[src/rtl/mem_pkg.sv]
// Shared definitions for the RV32 memory-access stage: control-bundle field
// positions, memory command encodings and the MEM/WB register layout.
package mem_pkg;

    localparam int MEM_CMD_MSB = 4;
    localparam int MEM_CMD_LSB = 3;
    localparam int WB_CTRL_MSB = 2;
    localparam int WB_CTRL_LSB = 0;

    localparam logic [1:0] MEM_CMD_NONE  = 2'b00;
    localparam logic [1:0] MEM_CMD_STORE = 2'b01;
    localparam logic [1:0] MEM_CMD_LOAD  = 2'b10;

    // 3 + 4*32 = 131 bits carried from MEM to WB
    typedef struct packed {
        logic [2:0]  ctrl;
        logic [31:0] rd;
        logic [31:0] pc4;
        logic [31:0] mem_data;
        logic [31:0] alu_data;
    } wb_fields_t;

    localparam wb_fields_t WB_RESET = '0;

endpackage

[src/rtl/mem_stage_if.sv]
// Bus between EX/MEM, data memory and WB for mem_stage.
// The stall input exists only when MEM_WB_STALL_EN is defined.
interface mem_stage_if;
    logic [4:0]  ctrl_mem;
    logic [31:0] rd_mem;
    logic [31:0] pc4_mem;
    logic [31:0] alu_result;
    logic [31:0] write_data1;
    logic [31:0] read_data;
`ifdef MEM_WB_STALL_EN
    logic        stall;
`endif
    logic [2:0]  ctrl_wb;
    logic [31:0] rd_wb;
    logic [31:0] pc4_wb;
    logic [31:0] mem_data;
    logic [31:0] alu_data;
    logic [1:0]  mem_ctrl_input;
    logic [31:0] address;
    logic [31:0] w_data;

    // master: the surrounding pipeline/memory; slave: the stage itself
    modport master (
        output ctrl_mem, rd_mem, pc4_mem, alu_result, write_data1, read_data,
`ifdef MEM_WB_STALL_EN
        output stall,
`endif
        input  ctrl_wb, rd_wb, pc4_wb, mem_data, alu_data,
        input  mem_ctrl_input, address, w_data
    );

    modport slave (
        input  ctrl_mem, rd_mem, pc4_mem, alu_result, write_data1, read_data,
`ifdef MEM_WB_STALL_EN
        input  stall,
`endif
        output ctrl_wb, rd_wb, pc4_wb, mem_data, alu_data,
        output mem_ctrl_input, address, w_data
    );
endinterface

[src/rtl/mem_wb_reg.sv]
// 131-bit MEM/WB pipeline register, asynchronous active-high clear.
// With MEM_WB_STALL_EN defined, stall holds the contents; reset still wins.
module mem_wb_reg
    import mem_pkg::*;
(
    input  logic       clk,
    input  logic       reset,
`ifdef MEM_WB_STALL_EN
    input  logic       stall,
`endif
    input  wb_fields_t d,
    output wb_fields_t q
);

    always_ff @(posedge clk or posedge reset) begin
        if (reset) begin
            q <= WB_RESET;
        end
`ifdef MEM_WB_STALL_EN
        else if (!stall) begin
            q <= d;
        end
`else
        else begin
            q <= d;
        end
`endif
    end

endmodule

[src/rtl/mem_stage.sv]
// Memory-access stage of the RV32 pipeline with the MEM/WB register.
// Optional hold input enabled by MEM_WB_STALL_EN.
module mem_stage
    import mem_pkg::*;
(
    input  logic         clk,
    input  logic         reset,
    mem_stage_if.slave   bus
);

    wb_fields_t wb_d;
    wb_fields_t wb_q;

    // Memory-side outputs are pure wires: they follow inputs even during reset
    assign bus.mem_ctrl_input = bus.ctrl_mem[MEM_CMD_MSB:MEM_CMD_LSB];
    assign bus.address        = bus.alu_result;
    assign bus.w_data         = bus.write_data1;

    assign wb_d.ctrl     = bus.ctrl_mem[WB_CTRL_MSB:WB_CTRL_LSB];
    assign wb_d.rd       = bus.rd_mem;
    assign wb_d.pc4      = bus.pc4_mem;
    assign wb_d.mem_data = bus.read_data;
    assign wb_d.alu_data = bus.alu_result;

    mem_wb_reg u_mem_wb_reg (
        .clk   (clk),
        .reset (reset),
`ifdef MEM_WB_STALL_EN
        .stall (bus.stall),
`endif
        .d     (wb_d),
        .q     (wb_q)
    );

    assign bus.ctrl_wb  = wb_q.ctrl;
    assign bus.rd_wb    = wb_q.rd;
    assign bus.pc4_wb   = wb_q.pc4;
    assign bus.mem_data = wb_q.mem_data;
    assign bus.alu_data = wb_q.alu_data;

endmodule

[src/flat_wrapper.sv]
// flat-port wrapper written by rule: the top's interface ports become plain ports
module mem_stage_flat import mem_pkg::*;
  (clk, reset, bus_ctrl_mem, bus_rd_mem, bus_pc4_mem, bus_alu_result, bus_write_data1, bus_read_data, bus_ctrl_wb, bus_rd_wb, bus_pc4_wb, bus_mem_data, bus_alu_data, bus_mem_ctrl_input, bus_address, bus_w_data);
  mem_stage_if bus_i ();
  input  logic clk;
  input  logic reset;
  input wire logic [$bits(bus_i.ctrl_mem)-1:0] bus_ctrl_mem;
  input wire logic [$bits(bus_i.rd_mem)-1:0] bus_rd_mem;
  input wire logic [$bits(bus_i.pc4_mem)-1:0] bus_pc4_mem;
  input wire logic [$bits(bus_i.alu_result)-1:0] bus_alu_result;
  input wire logic [$bits(bus_i.write_data1)-1:0] bus_write_data1;
  input wire logic [$bits(bus_i.read_data)-1:0] bus_read_data;
  output wire logic [$bits(bus_i.ctrl_wb)-1:0] bus_ctrl_wb;
  output wire logic [$bits(bus_i.rd_wb)-1:0] bus_rd_wb;
  output wire logic [$bits(bus_i.pc4_wb)-1:0] bus_pc4_wb;
  output wire logic [$bits(bus_i.mem_data)-1:0] bus_mem_data;
  output wire logic [$bits(bus_i.alu_data)-1:0] bus_alu_data;
  output wire logic [$bits(bus_i.mem_ctrl_input)-1:0] bus_mem_ctrl_input;
  output wire logic [$bits(bus_i.address)-1:0] bus_address;
  output wire logic [$bits(bus_i.w_data)-1:0] bus_w_data;
  assign bus_i.ctrl_mem = bus_ctrl_mem;
  assign bus_i.rd_mem = bus_rd_mem;
  assign bus_i.pc4_mem = bus_pc4_mem;
  assign bus_i.alu_result = bus_alu_result;
  assign bus_i.write_data1 = bus_write_data1;
  assign bus_i.read_data = bus_read_data;
  assign bus_ctrl_wb = bus_i.ctrl_wb;
  assign bus_rd_wb = bus_i.rd_wb;
  assign bus_pc4_wb = bus_i.pc4_wb;
  assign bus_mem_data = bus_i.mem_data;
  assign bus_alu_data = bus_i.alu_data;
  assign bus_mem_ctrl_input = bus_i.mem_ctrl_input;
  assign bus_address = bus_i.address;
  assign bus_w_data = bus_i.w_data;
  mem_stage u_core (.clk(clk), .reset(reset), .bus(bus_i));
endmodule
[config.mk]
export PLATFORM = sky130hd
export DESIGN_NAME = mem_stage_flat
export DESIGN_NICKNAME = d
export VERILOG_FILES = /design/src/rtl/mem_pkg.sv /design/src/rtl/mem_stage_if.sv /design/src/rtl/mem_wb_reg.sv /design/src/rtl/mem_stage.sv /design/src/flat_wrapper.sv
export SDC_FILE = /design/constraint.sdc
export NUM_CORES = 1
export LEC_CHECK = 0
export CORE_AREA = 2 2 143 145
export CTS_BUF_LIST = sky130_fd_sc_hd__clkbuf_8
export CTS_CLUSTER_SIZE = 16
export DETAILED_ROUTE_END_ITERATION = 8
export DIE_AREA = 0 0 145 147
export HOLD_SLACK_MARGIN = 0.02
export MAX_ROUTING_LAYER = met4
export PLACE_DENSITY_LB_ADDON = 0.2
export SETUP_SLACK_MARGIN = 0.4
export SYNTH_ARGS = -nofsm -noshare
export SYNTH_HDL_FRONTEND = slang
export SYNTH_SLANG_ARGS = --single-unit
[constraint.sdc]
create_clock -name clk -period 10.3 [get_ports clk]
set_input_delay 1.03 -clock clk [delete_from_list [all_inputs] [get_ports clk]]
set_output_delay 1.03 -clock clk [all_outputs]
set_load 0.05 [all_outputs]
==> flow_metrics.env <==
export IMPL_min_period_ns=3.37
export IMPL_final_layout_size_suffix_gt1_share_pct=7.17
export IMPL_cts_resized=0
export IMPL_yosys_top_cells_area="dfrtp_1, buf_4, inv_1"
export IMPL_nNetsFinal=614
export IMPL_first_global_vias=2694
export IMPL_max_stage_delay_ns=0.81
export IMPL_avgSynthCellArea_um2=19.1
export IMPL_clockRootBuffer="clkbuf_8"
export IMPL_die_width_um=145
export IMPL_final_common_cell="clkdlybuf4s50_1"
export IMPL_critPathCaptureType="output pin"
export IMPL_clock_sinks=131
export IMPL_layout_top_registers="u_core.u_mem_wb_reg.q: 131 flops"
export IMPL_hold_path_class="in -> async"
export IMPL_vias_per_cell=3.31
export IMPL_ys_types=3
export IMPL_die_area_um2=21300
export IMPL_syn_area_um2=3780
export IMPL_setup_violations=0
export IMPL_cts_setup_buffers=0
export IMPL_area_growth_pct=85.6
export IMPL_multi_input_area_um2=0
export IMPL_cpMaxStageDelayCell="clkdlybuf4s50_1"
export IMPL_fmax_ghz=0.296
export IMPL_cts_tree="done"
export IMPL_final_fill_count=1928
export IMPL_muxShareOfSynthArea_pct=0
export IMPL_num_rows=52
export IMPL_top_register="u_core.u_mem_wb_reg.q"
export IMPL_gp_congestion=0.737
export IMPL_cts_buffers=17
export IMPL_grt_use_total_pct=10.4
export IMPL_fin_hold_ws_ns=0.996
export IMPL_drc=0
export IMPL_critPathBufInv=2
export IMPL_yosys_area_top_type="dfrtp_1"
export IMPL_hold_viol=0
export IMPL_seq_area_frac_synth_pct=86.8
export IMPL_path_clk_slew_ns=0.08
export IMPL_slew_viol_final=0
export IMPL_num_antenna_cells=0
export IMPL_arrival_ns=2.34
export IMPL_ir_drop_uv=70.3
export IMPL_synth_compound_area_share_pct=0
export IMPL_start_util_pct=19.0
export IMPL_synth_nets=365
export IMPL_dp_final_hpwl_um=8250
export IMPL_first_iter_violations=54
export IMPL_final_core_util_pct=35.3
export IMPL_clk_path_buf_depth=2
export IMPL_cp_start_kind="input pin"
export IMPL_ant_nets=0
export IMPL_power_density_nw_per_um2=179
export IMPL_leakagePower_nw=2.91
export IMPL_yosys_area_share_xor_xnor_pct=0
export IMPL_multi_input_gates=0
export IMPL_criticalPathCategory="in -> out"
export IMPL_worstPathRequired_ns=9.27
export IMPL_tightest_slew_ns=0.992
export IMPL_wl_um=10600
export IMPL_critPathMaxFanout=2
export IMPL_synth_top_family_by_area="buffers and inverters"
export IMPL_io_buffers=295
export IMPL_antenna_found_initial=0
export IMPL_mostFrequentLayoutCells="clkdlybuf4s50_1, dfrtp_1, clkbuf_8, inv_6, clkinv_4"
export IMPL_path_cells="clkdlybuf4s50_1, clkdlybuf4s50_1"
export IMPL_vias=2419
export IMPL_synthAdderAreaFrac_pct=0
export IMPL_ys_ff_latch=131
export IMPL_grt_start_max_net_pins=80
export IMPL_synth_cells=198
export IMPL_h_tree_depth=4
export IMPL_path_delay_family="buffers and inverters"
export IMPL_pin_count=364
export IMPL_slew_headroom_pct=33.9
export IMPL_synth_top_area_share_pct=86.8
export IMPL_critical_path_cell_count=2
export IMPL_cp_common_cell="clkdlybuf4s50_1"
export IMPL_timing_setup_tns_ns=0
export IMPL_outcome="finished, final reports clean"
export IMPL_cap_violations=0
export IMPL_overflow=0
export IMPL_dr_pass1_iters=3
export IMPL_grt_pass1_wl_um=15900
export IMPL_placeableCoreArea_um2=19800
export IMPL_ys_warn_count=0
export IMPL_wl_per_cell_um=14.6
export IMPL_ctsHoldBuffers=0
export IMPL_rsz0062_at_grt="false"
export IMPL_synth_simple_area_share_pct=0
export IMPL_largest_reg_flops=131
export IMPL_die_h_um=147
export IMPL_fin_crit_sh_pct=32.7
## logic make-up after synthesis
kind of cell	Yosys count
flip-flops	131
buffers and inverters	67
## report_power, final
group          total [mW]  internal, mW  switching, mW
combinational       0.249        0.0972          0.152
clock               0.457         0.249          0.208
sequential          0.547         0.540        0.00694
total                1.25         0.886          0.367
## worst max-delay path by stage
stage               slack [ns]          startpoint                        to
floorplan                 5.77               reset  u_core.u_mem_wb_reg.q[0]
global placement          6.91  bus_alu_result[18]           bus_address[18]
detailed placement        6.90  bus_alu_result[18]           bus_address[18]
CTS                       6.90  bus_alu_result[18]           bus_address[18]
global route              6.90  bus_alu_result[18]           bus_address[18]
finish                    6.93  bus_alu_result[30]           bus_address[30]
## synthesized netlist by cell type
| cell type | instances |
|---|---|
| inv_1 | 1 |
| dfrtp_1 | 131 |
| buf_4 | 66 |
## through the flow
stage	instances	total power, mW	instance area (µm²)	setup WS (ns)
final	730	1.25	7010	6.93
after global routing	730	1.32	7010	6.90
after CTS	730	1.28	7010	6.90
after detailed placement	698	0.809	6590	6.90
after global placement	698	0.808	6590	6.91
after floorplan	198	0.729	3780	5.77
## metal layers
metal	vias to the layer above	wire (µm)	GRT usage, %
li1	1047	-	-
met1	1168	3720	10.3
met2	176	5520	17.0
met3	28	1090	5.28
met4	0	301	4.70
met5	-	0	-
## area by class of cell
| cell class | count | area [µm²] | area share [%] |
|---|---|---|---|
| Sequential cell | 131 | 3280 | 46.8 |
| Timing Repair Buffer | 296 | 2960 | 42.2 |
| Tap cell | 270 | 338 | 4.82 |
| Clock buffer | 18 | 248 | 3.53 |
| Clock inverter | 14 | 176 | 2.52 |
| Inverter | 1 | 8.76 | 0.125 |
Power figures use the tool's default switching activity.
